<file path="config.mk">
export PLATFORM = sky130hd
export DESIGN_NAME = cover_toggle_collector_flat
export DESIGN_NICKNAME = d
export VERILOG_FILES = /design/src/rtl/cover_toggle_collector_if.sv /design/src/rtl/cover_toggle_collector.sv /design/src/flat_wrapper.sv
export SDC_FILE = /design/constraint.sdc
export NUM_CORES = 1
export LEC_CHECK = 0
export ABC_AREA = 1
export BUFFER_PORTS_ARGS = -buffer_cell sky130_fd_sc_hd__buf_2
export CORE_ASPECT_RATIO = 0.75
export CORE_MARGIN = 1.5
export CORE_UTILIZATION = 49
export CTS_CLUSTER_SIZE = 16
export DETAILED_ROUTE_END_ITERATION = 8
export PLACE_DENSITY = 0.79
export SLEW_MARGIN = 15
export SYNTH_ARGS = -nofsm -noshare
export SYNTH_HDL_FRONTEND = slang
export SYNTH_SLANG_ARGS = --single-unit
export TNS_END_PERCENT = 5
</file>
<file path="constraint.sdc">
create_clock -name clk -period 4 [get_ports clk]
set_clock_uncertainty 0.15 [all_clocks]
set_input_delay 0.6 -clock clk [delete_from_list [all_inputs] [get_ports clk]]
set_output_delay 0.6 -clock clk [all_outputs]
set_load 0.01 [all_outputs]
</file>
<file path="src/rtl/cover_toggle_collector_if.sv">
// Output stream of newly covered point indices: valid/ready handshake plus index payload.
// The collector drives the master side; the consumer holds the slave side.
interface cover_toggle_collector_if #(
    parameter int IDX_W = 32
);
    logic             out_valid;
    logic             out_ready;
    logic [IDX_W-1:0] out_index;

    modport master (output out_valid, output out_index, input out_ready);
    modport slave  (input out_valid, input out_index, output out_ready);
endinterface

</file>
<file path="src/rtl/cover_toggle_collector.sv">
// Toggle-coverage collector: sticky first-hit bitmap per point, streaming each newly
// covered point's global index exactly once, lowest index first.
module cover_toggle_collector #(
    parameter int WIDTH       = 8,
    parameter int COVER_INDEX = 0,
    parameter int COVER_TOTAL = 8940,
    parameter int IDX_W       = 32
) (
    input  logic                       clk,
    input  logic                       rst_n,
    input  logic [WIDTH-1:0]           valid_i,
    input  logic                       clear_i,
    cover_toggle_collector_if.master   out_if,
    output logic [$clog2(WIDTH+1)-1:0] hit_count_o,
    output logic                       all_covered_o
);
    localparam int HC_W = $clog2(WIDTH+1);

    generate
        if (COVER_INDEX + WIDTH > COVER_TOTAL) begin : g_bad_params
            $error("cover_toggle_collector: COVER_INDEX+WIDTH exceeds COVER_TOTAL");
        end
    endgenerate

    typedef enum logic {IDLE, PRESENT} state_t;

    state_t           state_q, state_d;
    logic [WIDTH-1:0] seen_q, seen_d;
    logic [WIDTH-1:0] pending_q, pending_d;
    logic [HC_W-1:0]  hit_count_q, hit_count_d;
    logic             all_covered_q, all_covered_d;
    logic             out_valid_q, out_valid_d;
    logic [IDX_W-1:0] out_index_q, out_index_d;

    logic [WIDTH-1:0] new_hits;
    logic [WIDTH-1:0] sel_mask;
    int               sel_idx;
    logic             load;

    // Clear wins over same-cycle hits, so nothing captured while clearing.
    assign new_hits = clear_i ? '0 : (valid_i & ~seen_q);

    always_comb begin
        sel_idx  = 0;
        sel_mask = '0;
        for (int i = WIDTH - 1; i >= 0; i--) begin
            if (pending_q[i]) begin
                sel_idx  = i;
                sel_mask = '0;
                sel_mask[i] = 1'b1;
            end
        end
    end

    always_comb begin
        hit_count_d = clear_i ? '0 : hit_count_q;
        for (int i = 0; i < WIDTH; i++) begin
            hit_count_d = hit_count_d + HC_W'(new_hits[i]);
        end
        all_covered_d = (hit_count_d == HC_W'(WIDTH));
        seen_d        = clear_i ? '0 : (seen_q | new_hits);
    end

    // Loads are suppressed while clearing so a clear mid-drain stops further beats.
    always_comb begin
        state_d     = state_q;
        out_valid_d = out_valid_q;
        out_index_d = out_index_q;
        load        = 1'b0;
        unique case (state_q)
            IDLE: begin
                if ((pending_q != '0) && !clear_i) begin
                    load    = 1'b1;
                    state_d = PRESENT;
                end
            end
            PRESENT: begin
                if (out_if.out_ready) begin
                    if ((pending_q != '0) && !clear_i) begin
                        load = 1'b1;
                    end else begin
                        out_valid_d = 1'b0;
                        state_d     = IDLE;
                    end
                end
            end
            default: state_d = IDLE;
        endcase
        if (load) begin
            out_valid_d = 1'b1;
            out_index_d = IDX_W'(COVER_INDEX + sel_idx);
        end
        pending_d = (clear_i ? '0 : (pending_q & ~(load ? sel_mask : '0))) | new_hits;
    end

    always_ff @(posedge clk or negedge rst_n) begin
        if (!rst_n) begin
            state_q       <= IDLE;
            seen_q        <= '0;
            pending_q     <= '0;
            hit_count_q   <= '0;
            all_covered_q <= 1'b0;
            out_valid_q   <= 1'b0;
            out_index_q   <= '0;
        end else begin
            state_q       <= state_d;
            seen_q        <= seen_d;
            pending_q     <= pending_d;
            hit_count_q   <= hit_count_d;
            all_covered_q <= all_covered_d;
            out_valid_q   <= out_valid_d;
            out_index_q   <= out_index_d;
        end
    end

    assign out_if.out_valid = out_valid_q;
    assign out_if.out_index = out_index_q;
    assign hit_count_o      = hit_count_q;
    assign all_covered_o    = all_covered_q;
endmodule

</file>
<file path="src/flat_wrapper.sv">
// flat-port wrapper written by rule: the top's interface ports become plain ports
module cover_toggle_collector_flat 
#(
    parameter int WIDTH       = 8,
    parameter int COVER_INDEX = 0,
    parameter int COVER_TOTAL = 8940,
    parameter int IDX_W       = 32
)
  (clk, rst_n, valid_i, clear_i, hit_count_o, all_covered_o, out_if_out_valid, out_if_out_index, out_if_out_ready);
  cover_toggle_collector_if #(.IDX_W(IDX_W)) out_if_i ();
  input  logic clk;
  input  logic rst_n;
  input  logic [WIDTH-1:0] valid_i;
  input  logic clear_i;
  output logic [$clog2(WIDTH+1)-1:0] hit_count_o;
  output logic all_covered_o;
  output wire logic [$bits(out_if_i.out_valid)-1:0] out_if_out_valid;
  output wire logic [$bits(out_if_i.out_index)-1:0] out_if_out_index;
  input wire logic [$bits(out_if_i.out_ready)-1:0] out_if_out_ready;
  assign out_if_out_valid = out_if_i.out_valid;
  assign out_if_out_index = out_if_i.out_index;
  assign out_if_i.out_ready = out_if_out_ready;
  cover_toggle_collector #(.WIDTH(WIDTH), .COVER_INDEX(COVER_INDEX), .COVER_TOTAL(COVER_TOTAL), .IDX_W(IDX_W)) u_core (.clk(clk), .rst_n(rst_n), .valid_i(valid_i), .clear_i(clear_i), .out_if(out_if_i), .hit_count_o(hit_count_o), .all_covered_o(all_covered_o));
endmodule
</file>
==> metrics.md <==
| Metric | Value |
|---|---|
| CP max FO | 4 |
| Initial core utilization | 0.527 |
| Placed cell area | 1630 sq um |
| Post-synthesis sequential area ratio | 0.411 |
| Core footprint | 3000 sq um |
| FILL cells | 296 |
| Post-Route WL | 2520 um |
| Non-filler cells, final | 244 |
| Critical Path End Type | flop |
| # rows | 17 |
| Met2 Resource Use GR | 0.236 |
| Met1 Use GR | 0.234 |
| Synth warn | 0 |
| Die Y | 52.2 um |
| Critical Path AT | 3.72 ns |
| Final Core Density | 0.566 |
| Slowest stage delay, CP | 0.57 ns |
| Antenna-violating nets left | 0 |
| Fin nets | 229 |
| Setup TNS | 0 ns |
| DRC violations left | 0 |
| TritonRoute pass-1 iters | 4 |
| GRT overflow | 0 |
| Critical Path, Cell by Cell | buf_2 > inv_6 > nand3_1 > fa_1 > fa_1 > fa_1 > inv_1 > fa_1 > inv_1 > fa_1 > inv_1 > nor3_1 > and2_1 |
| Reg-to-Reg End | u_core.all_covered_o |
| Max-slew headroom | 0.615 |
| Final instance area | 1700 sq um |
| # IOs | 50 |
| Initial antenna violation count | 0 |
| Die ar. | 3580 sq um |
| Placed insts | 240 |
| Top delay family on crit path | adder cells |
| Library cells used by synthesis | 27 |
| FMAX | 0.270 GHz |
| Grt peak-use layer | met2 |
| Post-synthesis register bit count | 26 |
| CP required | 4.03 ns |
| Post-CTS Hold Fix Bufs | 0 |
| Flip-flop and latch area | 651 sq um |
| Crit path buffers/inverters | 5 |
| Post-DP HPWL | 1970 um |
| RSZ-0062 raised after global routing | false |
| Critical path launch point type | input port |
| Final count of negative-setup-slack endpoints | 0 |
| Cell taking the most area after synthesis | dfrtp_1 |
| Worst VDD drop | 0.263 mV |
| Syn Area/Cell | 8.69 sq um |
| Area grow syn2layout | 7.36% |
| Setup slack, reg-to-reg | 0.38 ns |
| Hold Slack | 0.161 ns |
| Dominant cells by area after synthesis | dfrtp_1, buf_4, inv_1 |
| Reg2reg path depth | 12 |
| CP Class | input port to flop |
| Area of the multi-input gates | 688 sq um |
| DR WL/cell | 10.3 um |
| First-pass GRT wire length | 4280 um |
| Clk buf depth | 2 |
| Worst skew pair latency | 0.28 ns |
| Clock root buffer | clkbuf_8 |
| Postcts setup bufs | 0 |
| Pleak | 0.974 nW |
| Leading cell type in the layout, fill and taps excluded | conb_1 |
| Layout cells sized above 1 | 0.175 |
| Max H-tree Level | 1 |
| CTS tree | yes |
| Most frequent cells in the layout | conb_1, inv_1, nand2_1, dfrtp_1, buf_2 |
| Via density | 4.47 |
| Final Critical Period | 3.70 ns |
| TritonCTS Buffers | 3 |
| IO Port Bufs | 20 |
| ANT cells | 0 |
| Max-cap violations | 0 |
| Status | completed |
| Tcrit/Tclk final | 0.925 |
| Area share of the largest cell type after synthesis | 0.411 |
| Mapped Area | 1580 sq um |
| Width of the die | 68.6 um |
| Vias in the first global route | 977 |
| Power per cell area | 483 nW/um^2 |
| GR Util met3 | 0.0559 |
| R2r startpoint | u_core.seen_q[0] |
| CP dominant cell by count | fa_1 |
| Vias | 1090 |
| Slowest cell on crit path | fa_1 |
| Clock transition at the registers of the reported paths | 0.09 ns |
| Gpl congestion | 0.899 |
| Sink Count | 26 |
| Initial DRC count | 43 |
| Slew @ Worst Pin | 0.577 ns |
| GRT Overall Usage | 0.168 |
| # resized after CTS | 0 |
| Hold WC Path Type | input port to async pin |
| Final Hold Viols | 0 |
| Final slew viol count | 0 |
| Synth Instances | 182 |
| Pin count of the biggest net entering global routing | 27 |
## final cells by class
class	count	share of cell area
inverters	28	0.0648
clock buffers	3	0.0243
clock inverters	1	0.0177
repair buffers	24	0.0766
flip-flops and latches	26	0.383
well taps	38	0.0280
multi-input cells	124	0.405
## power by group
group / internal [W] / switching [W]
combinational: 0.000111 / 0.000159
clock: 0.000134 / 0.0000834
sequential: 0.000307 / 0.0000250
## routing by layer
layer	wire length, um	vias to the layer above
met5	0	-
met4	43	0
met3	149	6
met2	1080	27
met1	1250	506
li1	-	551
## registers in the layout, indices dropped and copies added (netlist names)
signal,cells
u_core.seen_q,8
u_core.hit_count_o,4
u_core.all_covered_o,1
u_core.out_if.out_index,3
u_core.pending_q,8
u_core.out_if.out_valid,1
u_core.state_q,1
## through the flow
stage	power (W)	setup slack [ns]
CTS	0.000831	0.290
finish	0.000820	0.301
detailed placement	0.000607	0.00616
floorplan	0.000534	0.0291
global placement	0.000601	0.0643
global route	0.000887	0.162
## logic make-up (layout without fill, tap and decap cells)
| group | after synthesis | count (layout) | synth area share |
|---|---|---|---|
| AND/OR/NAND/NOR | 68 | 68 | 0.198 |
| buffers and inverters | 60 | 56 | 0.220 |
| flip-flops | 26 | 26 | 0.411 |
| AO/OA/AOI/OAI | 14 | 14 | 0.0443 |
| adder cells (fa/ha/maj) | 10 | 10 | 0.103 |
| XOR/XNOR | 3 | 3 | 0.0214 |
| other | 1 | 29 | 0.00237 |
## worst max-delay path by stage
stage	slack, ns	cells past startpoint	end	from
after detailed placement	0.006	13	u_core.all_covered_o	clear_i
final	0.30	13	u_core.all_covered_o	clear_i
after CTS	0.29	13	u_core.all_covered_o	clear_i
after floorplan	0.03	14	u_core.all_covered_o	clear_i
after global placement	0.06	13	u_core.all_covered_o	clear_i
after global routing	0.16	13	u_core.all_covered_o	clear_i
## Yosys cell counts
master,number
xnor2_2,1
inv_6,1
buf_4,29
xnor2_1,1
inv_1,27
buf_2,1
conb_1,1
nor3_1,3
xor2_1,1
nor2_1,15
ha_1,5
fa_1,5
a21oi_1,8
buf_6,1
nand2_1,26
dfrtp_1,26
and2_1,1
o21ai_0,4
nand2_2,2
nand3_1,13
nor2_2,2
nand4_1,3
nand2_4,1
nor2b_1,1
o21ai_1,2
nor2_4,1
clkbuf_1,1
Note: power is estimated with default switching activity, not from simulation.
